## src/rtl/icache_dm_pkg.sv

```systemverilog
// Shared definitions for the direct-mapped instruction cache.
// Holds the default geometry, the one-hot FSM state encoding and the
// helper that derives the tag width from the geometry.
package icache_dm_pkg;

    localparam int ADDR_W    = 32;
    localparam int IDX_W_DEF = 3;   // 8 sets
    localparam int OFF_W_DEF = 4;   // 16-byte lines, 4 words

    // One-hot controller states
    typedef enum logic [4:0] {
        ST_IDLE     = 5'b00001,
        ST_LOOKUP   = 5'b00010,
        ST_MISS_REQ = 5'b00100,
        ST_REFILL   = 5'b01000,
        ST_RESP     = 5'b10000
    } state_t;

    function automatic int tag_width(input int idx_w, input int off_w);
        return ADDR_W - idx_w - off_w;
    endfunction

endpackage

```

## src/rtl/icache_dm_array.sv

```systemverilog
// Tag, data and valid storage for the direct-mapped instruction cache.
// Ports:
//   clk, rst     clock, synchronous active-high reset (valid bits only)
//   clr_all      clears every valid bit (fence)
//   wr_en        one write enable per word of the line at wr_idx
//   wr_idx       set written by refill
//   wr_data      word written on any asserted wr_en
//   tag_we       writes tag_wdata to wr_idx and sets its valid bit
//   rd_idx       set read asynchronously
//   rd_word      word within the read line
//   rd_data      word at (rd_idx, rd_word)
//   rd_tag       tag at rd_idx
//   rd_valid     valid bit at rd_idx
module icache_dm_array #(
    parameter int IDX_W = 3,
    parameter int OFF_W = 4,
    parameter int TAG_W = 25
) (
    input  logic                   clk,
    input  logic                   rst,
    input  logic                   clr_all,
    input  logic [2**(OFF_W-2)-1:0] wr_en,
    input  logic [IDX_W-1:0]       wr_idx,
    input  logic [31:0]            wr_data,
    input  logic                   tag_we,
    input  logic [TAG_W-1:0]       tag_wdata,
    input  logic [IDX_W-1:0]       rd_idx,
    input  logic [OFF_W-3:0]       rd_word,
    output logic [31:0]            rd_data,
    output logic [TAG_W-1:0]       rd_tag,
    output logic                   rd_valid
);

    localparam int SETS = 2**IDX_W;
    localparam int LW   = 2**(OFF_W-2);

    logic [31:0]      data_mem [SETS][LW];
    logic [TAG_W-1:0] tag_mem  [SETS];
    logic [SETS-1:0]  valid;

    // Storage itself carries no reset; only the valid bits matter after reset.
    always_ff @(posedge clk) begin
        for (int w = 0; w < LW; w++) begin
            if (wr_en[w]) begin
                data_mem[wr_idx][w] <= wr_data;
            end
        end
        if (tag_we) begin
            tag_mem[wr_idx] <= tag_wdata;
        end
    end

    always_ff @(posedge clk) begin
        if (rst || clr_all) begin
            valid <= '0;
        end else if (tag_we) begin
            valid[wr_idx] <= 1'b1;
        end
    end

    assign rd_data  = data_mem[rd_idx][rd_word];
    assign rd_tag   = tag_mem[rd_idx];
    assign rd_valid = valid[rd_idx];

endmodule

```

## src/rtl/icache_dm.sv

```systemverilog
// Direct-mapped read-only instruction cache between the core fetch channel
// and a burst read bus. Misses refill the whole line; hit/miss counters feed
// the core's perf counters.
// Ports:
//   clk, rst                         clock, synchronous active-high reset
//   PC, Inst_Req_Valid, Inst_Req_Ack fetch request channel
//   Instruction, Inst_Valid, Inst_Ack fetch response channel
//   fence_i                          invalidate-all pulse
//   Mem_Req_Addr/Valid/Ready         line refill request
//   Mem_Rd_Data/Valid/Last/Ready     refill burst beats
//   hit_cnt, miss_cnt                lookup counters (wrap)
//   refill_err                       sticky burst-length error
module icache_dm
    import icache_dm_pkg::*;
#(
    parameter int IDX_W = IDX_W_DEF,
    parameter int OFF_W = OFF_W_DEF
) (
    input  logic        clk,
    input  logic        rst,
    input  logic [31:0] PC,
    input  logic        Inst_Req_Valid,
    output logic        Inst_Req_Ack,
    output logic [31:0] Instruction,
    output logic        Inst_Valid,
    input  logic        Inst_Ack,
    input  logic        fence_i,
    output logic [31:0] Mem_Req_Addr,
    output logic        Mem_Req_Valid,
    input  logic        Mem_Req_Ready,
    input  logic [31:0] Mem_Rd_Data,
    input  logic        Mem_Rd_Valid,
    input  logic        Mem_Rd_Last,
    output logic        Mem_Rd_Ready,
    output logic [31:0] hit_cnt,
    output logic [31:0] miss_cnt,
    output logic        refill_err
);

    localparam int TAG_W  = tag_width(IDX_W, OFF_W);
    localparam int WORD_W = OFF_W - 2;
    localparam int LW     = 2**WORD_W;

    state_t            state;
    logic [31:2]       req_addr;
    logic [WORD_W-1:0] beat;
    logic              fence_pend;

    logic [TAG_W-1:0]  req_tag;
    logic [IDX_W-1:0]  req_idx;
    logic [WORD_W-1:0] req_word;
    logic              fence_now;
    logic              hit;
    logic              beat_fire;
    logic              last_beat;
    logic [LW-1:0]     wr_en;
    logic [31:0]       arr_data;
    logic [TAG_W-1:0]  arr_tag;
    logic              arr_valid;
    logic              pc_unused;

    // Byte-offset bits of the fetch address play no part in the lookup.
    assign pc_unused = ^PC[1:0];

    assign req_tag  = req_addr[31:32-TAG_W];
    assign req_idx  = req_addr[OFF_W+IDX_W-1:OFF_W];
    assign req_word = req_addr[OFF_W-1:2];

    // A fence raised while busy is held until the controller is idle again,
    // so a line refilled by the in-flight fetch is still invalidated.
    assign fence_now = fence_i || fence_pend;

    assign Inst_Req_Ack  = !rst && (state == ST_IDLE) && !fence_now;
    assign Inst_Valid    = (state == ST_RESP);
    assign Mem_Req_Valid = (state == ST_MISS_REQ);
    assign Mem_Rd_Ready  = (state == ST_REFILL);

    assign hit       = arr_valid && (arr_tag == req_tag);
    assign beat_fire = (state == ST_REFILL) && Mem_Rd_Valid;
    assign last_beat = (beat == WORD_W'(LW-1));
    assign wr_en     = beat_fire ? (LW'(1) << beat) : '0;

    icache_dm_array #(
        .IDX_W (IDX_W),
        .OFF_W (OFF_W),
        .TAG_W (TAG_W)
    ) u_array (
        .clk       (clk),
        .rst       (rst),
        .clr_all   ((state == ST_IDLE) && fence_now),
        .wr_en     (wr_en),
        .wr_idx    (req_idx),
        .wr_data   (Mem_Rd_Data),
        .tag_we    (beat_fire && last_beat),
        .tag_wdata (req_tag),
        .rd_idx    (req_idx),
        .rd_word   (req_word),
        .rd_data   (arr_data),
        .rd_tag    (arr_tag),
        .rd_valid  (arr_valid)
    );

    always_ff @(posedge clk) begin
        if (rst) begin
            state        <= ST_IDLE;
            beat         <= '0;
            fence_pend   <= 1'b0;
            hit_cnt      <= '0;
            miss_cnt     <= '0;
            refill_err   <= 1'b0;
            Instruction  <= '0;
            Mem_Req_Addr <= '0;
        end else begin
            if (state == ST_IDLE) begin
                fence_pend <= 1'b0;
            end else if (fence_i) begin
                fence_pend <= 1'b1;
            end

            unique case (state)
                ST_IDLE: begin
                    if (Inst_Req_Valid && Inst_Req_Ack) begin
                        req_addr <= PC[31:2];
                        state    <= ST_LOOKUP;
                    end
                end
                ST_LOOKUP: begin
                    if (hit) begin
                        hit_cnt     <= hit_cnt + 32'd1;
                        Instruction <= arr_data;
                        state       <= ST_RESP;
                    end else begin
                        miss_cnt     <= miss_cnt + 32'd1;
                        Mem_Req_Addr <= {req_addr[31:OFF_W], {OFF_W{1'b0}}};
                        state        <= ST_MISS_REQ;
                    end
                end
                ST_MISS_REQ: begin
                    if (Mem_Req_Ready) begin
                        beat  <= '0;
                        state <= ST_REFILL;
                    end
                end
                ST_REFILL: begin
                    if (Mem_Rd_Valid) begin
                        beat <= beat + WORD_W'(1);
                        if (beat == req_word) begin
                            Instruction <= Mem_Rd_Data;
                        end
                        // Last is only checked; the beat count ends the burst.
                        if (Mem_Rd_Last != last_beat) begin
                            refill_err <= 1'b1;
                        end
                        if (last_beat) begin
                            beat  <= '0;
                            state <= ST_RESP;
                        end
                    end
                end
                ST_RESP: begin
                    if (Inst_Ack) begin
                        state <= ST_IDLE;
                    end
                end
                default: state <= ST_IDLE;
            endcase
        end
    end

endmodule

```

## config.mk

```make
export PLATFORM = sky130hd
export DESIGN_NAME = icache_dm
export DESIGN_NICKNAME = d
export VERILOG_FILES = /design/src/rtl/icache_dm_pkg.sv /design/src/rtl/icache_dm_array.sv /design/src/rtl/icache_dm.sv
export SDC_FILE = /design/constraint.sdc
export NUM_CORES = 1
export LEC_CHECK = 0
export BUFFER_PORTS_ARGS = -buffer_cell sky130_fd_sc_hd__buf_4
export CAP_MARGIN = 20
export CORE_MARGIN = 2
export CORE_UTILIZATION = 30
export DETAILED_ROUTE_END_ITERATION = 8
export MAX_ROUTING_LAYER = met4
export PLACE_DENSITY = 0.44
export SLEW_MARGIN = 25
export SYNTH_ARGS = -nofsm -noshare
export SYNTH_HDL_FRONTEND = slang
export SYNTH_SLANG_ARGS = --single-unit
```

## constraint.sdc

```tcl
create_clock -name clk -period 11.8 [get_ports clk]
set_input_delay 2.36 -clock clk [delete_from_list [all_inputs] [get_ports clk]]
set_output_delay 2.36 -clock clk [all_outputs]
set_load 0.01 [all_outputs]
```

== Word-level counts from Yosys, hierarchy flattened ==
Memory sizes are Yosys's and may differ from the RTL's. A register that Yosys moved wholly into a read port is not among the register bits.
Index checks and enable logic that the tools add are counted.

* $add $sub $neg: 3
* Magnitude comparators: 3
* Eq/ne operators: 16
* Shifts and indexed selects: 1
* Mux-type cells: 35
* Bitwise operators: 4
* Reductions and logical operators: 22

{| class="wikitable"
|+ Operators with widths
! cell !! count
|-
| 32-bit two-way mux || 5
|-
| 32-bit by 1-bit adder with 32-bit output, second input constant || 2
|-
| 32-bit binary-select mux with 2-bit select || 1
|-
| 32-bit case mux with 2 select lines || 1
|-
| 5-bit two-way mux || 6
|-
| 25-bit == test || 1
|-
| 5-bit case mux with 5 select lines || 1
|-
| 1-bit two-way mux || 12
|-
| 2-bit by 1-bit inequality test with 1-bit output, second input constant || 5
|-
| 3-bit AND reduction || 3
|-
| 1-bit logical AND || 8
|-
| 8-bit OR || 1
|-
| 2-bit two-way mux || 3
|-
| 3-bit two-way mux || 2
|-
| 5-bit by 1-bit == test with 1-bit output, second input constant || 1
|-
| 5-bit by 2-bit == test with 1-bit output, second input constant || 1
|-
| 5-bit by 3-bit == test with 1-bit output, second input constant || 1
|-
| 5-bit by 4-bit == test with 1-bit output, second input constant || 1
|-
| 5-bit == test, second input constant || 1
|-
| 5-bit AND reduction || 1
|-
| 3-bit by 4-bit < comparator with 1-bit output, second input constant || 1
|-
| 4-bit two-way mux || 1
|-
| 2-bit inequality test, second input constant || 2
|-
| 2-bit case mux with 2 select lines || 1
|-
| other kinds (17) || 22
|}

* Flip-flop bits (word level): 171
* Memory bits (writable): 1224
* Bits of input ports: 72
* Output and inout port bits: 133
* Word-level logic and storage cells: 96
* Memories kept: 2

{| class="wikitable"
|+ Memories
! memory !! words !! width !! read ports !! clocked after memory_dff !! wr ports !! line !! text
|-
| u_array.data_mem || 8 || 128 || 1 || 1 || 1 || icache_dm_array.sv:37 || <nowiki>logic [31:0] data_mem [SETS][LW];</nowiki>
|-
| u_array.tag_mem || 8 || 25 || 1 || 1 || 1 || icache_dm_array.sv:38 || <nowiki>logic [TAG_W-1:0] tag_mem [SETS];</nowiki>
|}

== Logic depth before layout (Yosys ltp) ==
Gate-level depths: netlist (run 1).

* Depth after elaboration: 6
* Depth in mapped cells: 14
* Gate-level depth less buffers: 8

== Modules after synthesis ==
Synthesis (run 1) repeated with hierarchy kept, for this count alone.

* Cell total of the unflattened synthesis: 3357
* Area total of the unflattened synthesis: 55169.2 sq um

{| class="wikitable"
|+ By module, submodules not included
! module !! times used !! cells each !! area an instance (sq um) !! sequential area each (sq um)
|-
| icache_dm_array || 1 || 2550 || 47790.8 || 36915.4
|-
| icache_dm || 1 || 807 || 7378.3 || 3563.4
|}

== Least setup slack after synthesis (run 1) ==
Ideal clock, no wire load.

* Path type: input to register
* Start point: input port Mem_Rd_Valid
* End point: memory u_array.data_mem[3][0] in the netlist's numbering, enable pin
* Library setup time: 474 ps
* Arrival: 5304 ps
* Data required time: 11326 ps
* Slack: 6022 ps
* Stages: 4
* Path buffers: 0
* Path through: inv_1 > nor2_1 > nand2_1 > nor2_1

* Cells in the longest elaborated chain, start to end: 4

{| class="wikitable"
|+ Ends and longest elaborated chain
! item !! line !! text
|-
| start: declaration || icache_dm.sv:32 || <nowiki>input logic Mem_Rd_Valid,</nowiki>
|-
| 1-bit logical AND || icache_dm.sv:79 || <nowiki>assign beat_fire = (state == ST_REFILL) && Mem_Rd_Valid;</nowiki>
|-
| 4-bit two-way mux || icache_dm.sv:81 || <nowiki>assign wr_en = beat_fire ? (LW'(1) << beat) : '0;</nowiki>
|-
| 1-bit two-way mux || icache_dm_array.sv:44 || <nowiki>if (wr_en[w]) begin</nowiki>
|-
| 1-bit two-way mux (implied by the code) || icache_dm_array.sv:45 || <nowiki>data_mem[wr_idx][w] <= wr_data;</nowiki>
|-
| end: declaration || icache_dm_array.sv:37 ||
|}

Every way passes these cells.

== Worst setup path in the final report (run 1) ==
* Start point: input port fence_i
* End point: output port Inst_Req_Ack

* Cells in the longest elaborated chain, start to end: 3

{| class="wikitable"
|+ Ends and longest elaborated chain
! item !! line !! text
|-
| start: declaration || icache_dm.sv:27 || <nowiki>input logic fence_i,</nowiki>
|-
| 1-bit logical OR || icache_dm.sv:71 || <nowiki>assign fence_now = fence_i || fence_pend;</nowiki>
|-
| 1-bit logical NOT || icache_dm.sv:73 || <nowiki>assign Inst_Req_Ack = !rst && (state == ST_IDLE) && !fence_now;</nowiki>
|-
| 1-bit logical AND || icache_dm.sv:73 ||
|-
| end: declaration || icache_dm.sv:23 || <nowiki>output logic Inst_Req_Ack,</nowiki>
|}

Every way passes these cells.

==> results.json, run 1 <==
{
  "status": "finished clean",
  "p_int_mw": 8.39,
  "place_inst": 5278,
  "finalCritPeriodShare": 0.482,
  "tns_ns": 0,
  "maxSlewViolCount": 0,
  "rsz0062_at_grt": "false",
  "period_needed_ns": 5.69,
  "dieArea_sq_um": 186000,
  "swShare": 0.209,
  "groute.usage.overall": 0.162,
  "num-nets-final": 3130,
  "combPwrFrac": 0.042,
  "arrival_ns": 3.33,
  "instances_no_fill": 5566,
  "hold_viol": 0,
  "netlist_instances": 2809,
  "routed_wl_um": 148000,
  "dr_total_vias": 27800,
  "hold_class": "reg -> reg",
  "die_y_um": 432,
  "slew_headroom": 0.287,
  "grt_pass1_wl_um": 210000,
  "port_buffers": 198,
  "design.core.area_sq_um": 182000,
  "clockPowerShare": 0.448,
  "drive_gt1_frac": 0.272,
  "grt_pass1_vias": 29100,
  "syn_to_final_growth_pct": 17.4,
  "fillers": 16800,
  "p_leak_nw": 20.8,
  "synth-edff-count": 1254,
  "drc": 0,
  "syn_area_per_cell_sq_um": 19.5,
  "start_util": 0.301,
  "via_per_inst": 4.99,
  "syn-cell-area_sq_um": 54900,
  "synth.distinct_cells": 61,
  "synthArstFlopShare": 0,
  "tightest_slew_ns": 1.07,
  "clk_latency_ns": 0.79,
  "holdBufCountCts": 0,
  "ys_warn_count": 0,
  "end_kind": "primary output",
  "cts_tree": "built",
  "firstDrtPassIters": 7,
  "h-tree-depth": 4,
  "cts-resized-gates": 0,
  "rows": 157,
  "gp_congestion": 0.755,
  "overflow": 0,
  "cp.required_ns": 9.44,
  "cts_buffer_depth": 3,
  "post-cts-setup-buffer-count": 0,
  "layout_setup_ws_ns": 6.11,
  "p_sw_mw": 2.22,
  "grt_max_degree": 147,
  "die_w_um": 432,
  "cts_root_buf": "clkbuf_16",
  "drt_iter0_markers": 1869,
  "wl_per_cell_um": 26.5,
  "p_total_mw": 10.6,
  "ys_ff_latch": 1398,
  "ir_worst_vdd_mv": 0.151,
  "ant_nets": 0,
  "powerDensity_nw_per_um2": 165,
  "fin_area_sq_um": 64400,
  "maxCapViolCount": 0,
  "dp_hpwl_um": 75800,
  "setup_violations": 0,
  "dp_slack_ns": 6.10,
  "clk_pin_slew_worst_paths_ns": 0.06,
  "antenna_found_initial": 5,
  "placed_area_sq_um": 59300,
  "design.portCount": 205,
  "critPathLaunchType": "input pin",
  "p_seq_frac": 0.510,
  "skew_ns": 0.0288,
  "timing.fmax_mhz": 176,
  "ys.flop_type": "edfxtp_1",
  "path_max_fanout": 3,
  "clock-sinks": 1398,
  "crit_type": "in -> out",
  "yosysSeqAreaShare": 0.738,
  "cts_made_buffers": 154
}
-- worst max-delay path, cell delays in order --
cell and delay (ns):
buf_4 0.11, or2_2 0.29, nor3b_1 0.37, buf_4 0.20
-- Yosys cell counts (all sizes together), types with 13 or more instances --
master / instances / share of area
mux2: 33 / 0.0068
o31ai: 23 / 0.0031
nor3: 35 / 0.0032
or3: 13 / 0.0015
nor2: 121 / 0.0083
a211o: 32 / 0.0051
clkbuf: 96 / 0.0066
mux2i: 140 / 0.026
nand4: 26 / 0.0031
and3: 20 / 0.0023
dfxtp: 144 / 0.053
inv: 21 / 0.0014
nand2: 45 / 0.0031
or4: 25 / 0.0035
a22oi: 24 / 0.0033
edfxtp: 1254 / 0.69
nand3: 64 / 0.0058
mux4: 336 / 0.14
nand2b: 32 / 0.0036
buf: 74 / 0.0082
a21oi: 78 / 0.0072
o21ai: 44 / 0.0040
nor2b: 39 / 0.0044
-- cell families after synthesis --
family                     after synthesis  share of synthesized area
AOI/OAI and AO/OA                      237                     0.0280
xor gates and xnor gates                12                    0.00191
adders and majority gates                6                    0.00137
buffers and inverters                  191                     0.0162
DFF                                   1398                      0.738
muxes                                  509                      0.170
other                                    1                  0.0000683
and+or+nand+nor                        455                     0.0440
-- cell usage in the layout, fill, tap and decap left out, types with 26 or more instances in the layout --
master | synthesis | routed
a211o_1 | 32 | 32
a21oi_1 | 77 | 77
buf_4 | 17 | 245
clkbuf_1 | 96 | 33
clkbuf_16 | 0 | 159
clkinv_1 | 0 | 26
dfxtp_1 | 144 | 141
edfxtp_1 | 1254 | 1254
mux2_1 | 27 | 27
mux2i_1 | 140 | 140
mux4_2 | 336 | 336
nand2_1 | 45 | 45
nand2b_1 | 32 | 32
nand3_1 | 64 | 64
nor2_1 | 121 | 89
nor2_4 | 0 | 32
nor2b_1 | 39 | 39
nor3_1 | 35 | 35
o21ai_0 | 26 | 26
-- flip-flops by register name (all words and copies together) (netlist names), named ones only --
signal / count
Mem_Req_Addr: 28
fence_pend: 1
miss_cnt: 32
beat: 2
refill_err: 1
u_array.data_mem: 1024
state: 5
Instruction: 32
hit_cnt: 32
u_array.valid: 8
u_array.tag_mem: 200
req_addr: 30
-- layer usage --
layer | GRT usage | wire length [um] | vias to the layer above
met1 | 0.195 | 61400 | 15100
met2 | 0.282 | 78400 | 512
met3 | 0.0247 | 5070 | 179
li1 | - | - | 12000
met4 | 0.0398 | 2710 | 0
met5 | - | 0 | -
-- power groups by stage --
stage / sequential (mW) / combinational, mW / clock [mW]
global route: 5.41 / 0.484 / 5.06
floorplan: 5.50 / 0.303 / 0
global placement: 5.51 / 0.446 / 0
finish: 5.41 / 0.446 / 4.75
CTS: 5.41 / 0.456 / 4.89
detailed placement: 5.52 / 0.455 / 0
-- final cells by class --
cell class                 instances  area [sq um]  area share
sequential                      1398         40600       0.629
multi-input combinational       1223         13800       0.213
clock buffer                     204          4270      0.0662
tap                             2385          2980      0.0463
timing repair buffer             254          2020      0.0313
clock inverter                    78           778      0.0121
inverter                          21          78.8     0.00122
antenna                            3          7.51    0.000117
-- final timing paths --
kind	startpoint	depth (start not counted)	end	slack [ns]
hold reg to reg	u_array.valid[6]$_SDFFE_PP0P_	1	u_array.valid[6]$_SDFFE_PP0P_	0.46
setup / recovery	fence_i	4	Inst_Req_Ack	6.11
setup reg to reg	flip-flop	10	miss_cnt[18]$_SDFFE_PP0N_	7.04
hold / removal	u_array.valid[6]$_SDFFE_PP0P_	1	u_array.valid[6]$_SDFFE_PP0P_	0.46
-- through the flow --
stage,utilization,hold slack [ns]
6_report,0.353,0.458
3_3_place_gp,0.325,0.440
4_1_cts,0.353,0.462
5_1_grt,0.353,0.486
2_1_floorplan,-,0.433
3_5_place_dp,0.325,0.448
No activity file was read; power rests on OpenSTA's default activity.
==> run 2, diff against run 1 <==
- clock period: 11.8 -> 5.8 ns (I/O delays scaled with it)
==> run 2 against run 1 <==
Sequential power rose by 100%. Hold slack got worse by 0.0027 ns. Clock power rose by 92%. Critical path depth rose by 5. Register-to-register slack got worse by 5.7 ns. Die area did not move. Power rose by 98%. Wire length rose by 1.5%. Global-route usage rose by 0.23 points. Via count rose by 0.83%.
==> results.json, run 2 (synthesis results as in run 1) <==
{
  "clk_latency_ns": 0.78,
  "h-tree-depth": 4,
  "hold_viol": 0,
  "design.portCount": 205,
  "instances_no_fill": 5594,
  "skew_ns": 0.0347,
  "post-cts-setup-buffer-count": 0,
  "hold_class": "reg -> reg",
  "cts_root_buf": "clkbuf_16",
  "via_per_inst": 5.01,
  "hp-start": "u_array.valid[6]$_SDFFE_PP0P_",
  "gp_congestion": 0.748,
  "min_to": "u_array.valid[6]$_SDFFE_PP0P_",
  "clk_pin_slew_worst_paths_ns": 0.06,
  "multi_input_area_sq_um": 13700,
  "final_cell_mix": "edfxtp_1, mux4_2, buf_4, clkbuf_16, dfxtp_1",
  "place_inst": 5309,
  "tns_ns": 0,
  "ir_worst_vdd_mv": 0.291,
  "drc": 0,
  "rows": 157,
  "wl_per_cell_um": 26.8,
  "dieArea_sq_um": 186000,
  "largest_register_ffs": 1024,
  "dr_total_vias": 28000,
  "hold_depth": 1,
  "grt_pass1_vias": 29400,
  "powerDensity_nw_per_um2": 327,
  "drt_iter0_markers": 2287,
  "rrSetupSlack_ns": 1.34,
  "holdBufCountCts": 0,
  "cp.required_ns": 6.51,
  "rsz0062_at_grt": "false",
  "routed_wl_um": 150000,
  "status": "finished clean",
  "reg2reg_depth": 9,
  "antenna_found_initial": 8,
  "arrival_ns": 5.16,
  "end_kind": "flip-flop",
  "port_buffers": 198,
  "path_max_fanout": 39,
  "critPathLaunchType": "flip-flop",
  "cts_tree": "built",
  "die_y_um": 432,
  "layout.cells.most_common": "edfxtp_1",
  "p_leak_nw": 20.7,
  "finalCritPeriodShare": 0.768,
  "grt_max_degree": 120,
  "timing.fmax_mhz": 224,
  "period_needed_ns": 4.46,
  "grt_pass1_wl_um": 213000,
  "top_register": "u_array.data_mem",
  "slew_headroom": 0.303,
  "drive_gt1_frac": 0.269,
  "tightest_slew_ns": 1.05,
  "maxCapViolCount": 0,
  "crit_type": "reg -> reg",
  "design.core.area_sq_um": 182000,
  "firstDrtPassIters": 5,
  "cts_buffer_depth": 3,
  "groute.usage.overall": 0.164,
  "cts-resized-gates": 0,
  "fillers": 16900,
  "overflow": 0,
  "syn_to_final_growth_pct": 17.1,
  "dp_hpwl_um": 84100,
  "clock-sinks": 1398,
  "final-seq-area_sq_um": 40600,
  "die_w_um": 432,
  "rr_endpoint": "Mem_Req_Addr[27]$_SDFFE_PP0N_",
  "ant_nets": 0,
  "start_util": 0.301,
  "maxSlewViolCount": 0,
  "setup_violations": 0,
  "cts_made_buffers": 155,
  "largest_registers": "u_array.data_mem x1024, u_array.tag_mem x200",
  "num-nets-final": 3159
}
run 2: cell types whose count changed in the layout (fill, tap and decap cells not counted), moves of 2 or more:
cell and delta:
buf_12 +4, buf_16 -2, clkinvlp_4 -3, clkbuf_8 -9, clkinv_1 +19, clkbuf_1 +9
clkinv_8 -3, clkinv_4 +3, clkinv_2 -6, bufinv_16 -8, buf_4 +27, inv_6 -4
diode_2 +2
run 2: worst max path at each step:
stage	endpoint	slack [ns]	cells after the start	from
after floorplan	u_array.data_mem[5][0]$_DFFE_PP_	1.22	4	Mem_Rd_Valid
final	Mem_Req_Addr[27]$_SDFFE_PP0N_	1.34	9	flip-flop
after detailed placement	Mem_Req_Addr[27]$_SDFFE_PP0N_	1.37	10	flip-flop
after global routing	Mem_Req_Addr[27]$_SDFFE_PP0N_	1.04	10	flip-flop
after global placement	Mem_Req_Addr[25]$_SDFFE_PP0N_	1.46	10	flip-flop
after CTS	Mem_Req_Addr[27]$_SDFFE_PP0N_	1.36	10	flip-flop
run 2: cell type report:
type	count	share of cell area
diodes	5	0.000195
clock buffers	205	0.0654
clock inverters	75	0.00745
inverters	21	0.00123
multi-input cells	1223	0.214
flip-flops and latches	1398	0.631
well taps	2385	0.0464
repair buffers	282	0.0347
run 2: power breakdown:
part           leakage, nW  total [mW]  switching [mW]  internal (mW)
clock network         2.27        9.12            3.90           5.21
logic                 6.02       0.909           0.492          0.417
registers             12.4        11.0          0.0491           11.0
total                 20.7        21.0            4.45           16.6
run 2: layer usage:
metal,up-vias,global-route usage,wire (um)
met5,-,-,0
met4,0,0.0401,3010
met3,211,0.0266,5610
met2,584,0.274,76700
met1,15100,0.208,64500
li1,12100,-,-
run 2: through the flow:
step                setup slack (ns)  cell area, sq um  hold WS [ns]  total power [mW]   util
floorplan                       1.22             54900         0.433              11.8      -
global placement                1.46             59600         0.440              12.1  0.327
detailed placement              1.37             59600         0.448              12.2  0.327
CTS                             1.36             64300         0.461              21.3  0.352
global route                    1.04             64300         0.482              21.8  0.352
finish                          1.34             64300         0.456              21.0  0.352
run 2: worst max-delay path, cell delays in order (launching register included):
cell and delay, ns:
dfxtp_4 0.77, nor2b_1 0.86, a22oi_1 0.23, a21oi_1 0.20, o22ai_1 0.15, nor4_2 0.59, and4_2 0.87, buf_4 0.36
o21ai_0 0.12, a21oi_1 0.20
==> run 3, diff against run 2 <==
- ABC_AREA: unset -> 1
- clock period: 5.8 -> 4.15 ns (I/O delays scaled with it)
==> run 3 against run 2 <==
Clock power grew 51%. Synthesized cell count grew 80%. Largest power group unchanged. Fmax grew 27%.
==> results.json, run 3 <==
{
  "clk_pin_slew_worst_paths_ns": 0.06,
  "tightest_slew_ns": 0.912,
  "timing.fmax_mhz": 286,
  "rsz0062_at_grt": "false",
  "cts_root_buf": "clkbuf_16",
  "largest_register_ffs": 1024,
  "h-tree-depth": 4,
  "grt_max_degree": 127,
  "rows": 160,
  "crit_top_cell": "nand2_1",
  "syn_to_final_growth_pct": 17.4,
  "ant_nets": 0,
  "fillers": 18900,
  "layout.cells.most_common": "edfxtp_1",
  "fin_util": 0.355,
  "cts_tree": "built",
  "hold_class": "in -> reg",
  "maxSlewViolCount": 0,
  "synth_compound_area_frac": 0.102,
  "design.portCount": 205,
  "synth-edff-count": 1254,
  "cp_slowest_cell": "dfxtp_4",
  "crit_type": "reg -> reg",
  "ys_warn_count": 0,
  "grt_pass1_wl_um": 265000,
  "wl_per_cell_um": 23.1,
  "dp_slack_ns": 0.567,
  "status": "finished clean",
  "setup_violations": 0,
  "yosysSeqAreaShare": 0.705,
  "routed-wl-met2_um": 88000,
  "via_per_inst": 4.97,
  "start_util": 0.302,
  "layout_setup_ws_ns": 0.654,
  "wl_met1_um": 80800,
  "reg2reg_depth": 17,
  "final_cell_mix": "edfxtp_1, nand2_1, nor2_1, o21ai_0, nand3_1",
  "yosysTopAreaCell": "edfxtp_1",
  "antenna_found_initial": 18,
  "cts_buffer_depth": 3,
  "maxCapViolCount": 0,
  "synth_mux_area_frac": 0,
  "ys_ff_latch": 1398,
  "yosys.area_share.simple": 0.142,
  "dieArea_sq_um": 195000,
  "ir_worst_vdd_mv": 0.374,
  "drt_iter0_markers": 3316,
  "powerDensity_nw_per_um2": 458,
  "largest_registers": "u_array.data_mem x1024, u_array.tag_mem x200",
  "holdBufCountCts": 0,
  "path_max_fanout": 71,
  "synthXorXnorAreaFrac": 0.00853,
  "dp_hpwl_um": 98700,
  "finalCritPeriodShare": 0.842,
  "design.core.area_sq_um": 190000,
  "num-nets-final": 5292,
  "cts-resized-gates": 0,
  "synth.distinct_cells": 37,
  "clk_latency_ns": 0.83,
  "dr_wl_met3_um": 8580,
  "slew_headroom": 0.385,
  "cp.required_ns": 4.90,
  "hold_slack_ns": 0.182,
  "post-cts-setup-buffer-count": 0,
  "crit_chain": "buf_4 > nand2_1 > nand3_1 > nand3_1 > nand3b_1 > nand2_1 > inv_1 > nand2_1 > nor2_1 > nand2_1 > nor2_1 > nand2_1 > nand2_4 > buf_12 > buf_4 > nand2_1 > a21oi_1",
  "skew_ns": 0.0767,
  "clock-sinks": 1398,
  "netlist_top_cells_area": "edfxtp_1, o21ai_0, nor2_1",
  "p_leak_nw": 23.1,
  "synth_most_common_cell": "edfxtp_1",
  "groute.usage.overall": 0.189,
  "gp_congestion": 0.873,
  "end_kind": "flip-flop",
  "die_y_um": 442,
  "port_buffers": 198,
  "grt_pass1_vias": 37500,
  "synthTopCellsByCount": "edfxtp_1, nor2_1, nand2_1, o21ai_0, nand3_1",
  "overflow": 0,
  "top_layer": "met4",
  "netlist_instances": 5061,
  "syn_area_per_cell_sq_um": 11.4,
  "top_register": "u_array.data_mem",
  "arrival_ns": 4.25,
  "period_needed_ns": 3.50,
  "drc": 0,
  "dr_total_vias": 39100,
  "synth_fa_ha_area_frac": 0.00131,
  "hold_depth": 1,
  "cts_made_buffers": 161,
  "die_w_um": 442,
  "syn-cell-area_sq_um": 57500,
  "routed_wl_um": 182000,
  "synthArstFlopShare": 0,
  "synth_top_family_by_area": "simple AND/OR/NAND/NOR gates",
  "firstDrtPassIters": 5,
  "critPathMaxStageDelay_ns": 0.58,
  "drive_gt1_frac": 0.110,
  "ys.flop_type": "edfxtp_1",
  "hold_viol": 0,
  "synth_top_area_frac": 0.655,
  "critPathLaunchType": "flip-flop"
}
[run 3: cell count changes in the layout (fill, tap and decap cells not counted), moves of 35 or more]
cell / before / now
o22ai_1: 3 / 106
nand2_1: 45 / 783
o21ai_0: 26 / 661
o221ai_1: 0 / 130
inv_1: 21 / 246
nor2b_1: 39 / 0
nor2_1: 89 / 760
buf_12: 9 / 44
nand3_1: 64 / 310
mux4_2: 336 / 0
mux2i_1: 140 / 0
[run 3: final timing paths]
path | startpoint | end | slack, ns
max | flip-flop | miss_cnt[11]$_SDFFE_PP0N_ | 0.65
min | PC[3] | req_addr[3]$_DFFE_PP_ | 0.18
max reg2reg | flip-flop | miss_cnt[11]$_SDFFE_PP0N_ | 0.65
min reg2reg | u_array.valid[6]$_SDFFE_PP0P_ | u_array.valid[6]$_SDFFE_PP0P_ | 0.46
[run 3: metrics by stage]
stage	total power, mW	instances	cell area, sq um	TNS (ns)
floorplan	16.7	5064	57500	-61.07
global placement	17.5	7562	62300	0
detailed placement	17.5	7562	62300	0
CTS	31.3	7861	67500	0
global route	32.1	7873	67500	0
finish	30.9	7874	67500	0
[run 3: power breakdown]
| part | internal, mW | total, mW | switching [mW] | leakage [nW] |
|---|---|---|---|---|
| registers | 15.3 | 15.4 | 0.0558 | 12.4 |
| clock network | 7.80 | 13.8 | 5.97 | 2.51 |
| logic | 0.502 | 1.77 | 1.27 | 8.13 |
[run 3: cell families after synthesis]
logic type               count (synthesis)
flip-flops                            1398
XOR/XNOR                                56
buffers and inverters                  574
other                                    1
AO/OA/AOI/OAI                         1025
adder cells (fa/ha/maj)                  6
AND/OR/NAND/NOR                       2001
[run 3: worst max-delay path: cells and delay by family (launching register included)]
kind,cells,cell delay [ns]
AND/OR/NAND/NOR,12,1.36
buffers and inverters,4,1.23
flip-flops,1,0.58
AO/OA/AOI/OAI,1,0.15
[run 3: final cells by class]
type	instances	area, sq um	area share
clock buffer	212	4330	0.0642
sequential	1398	40600	0.601
timing repair buffer	305	2840	0.0421
multi-input combinational	3092	14800	0.220
inverter	256	982	0.0145
antenna	13	32.5	0.000482
tap	2511	3140	0.0465
clock inverter	87	811	0.0120
[run 3: routing by layer]
layer	GRT usage	vias up
li1	-	18300
met1	0.244	19600
met2	0.302	939
met3	0.0307	269
met4	0.0635	0
met5	-	-
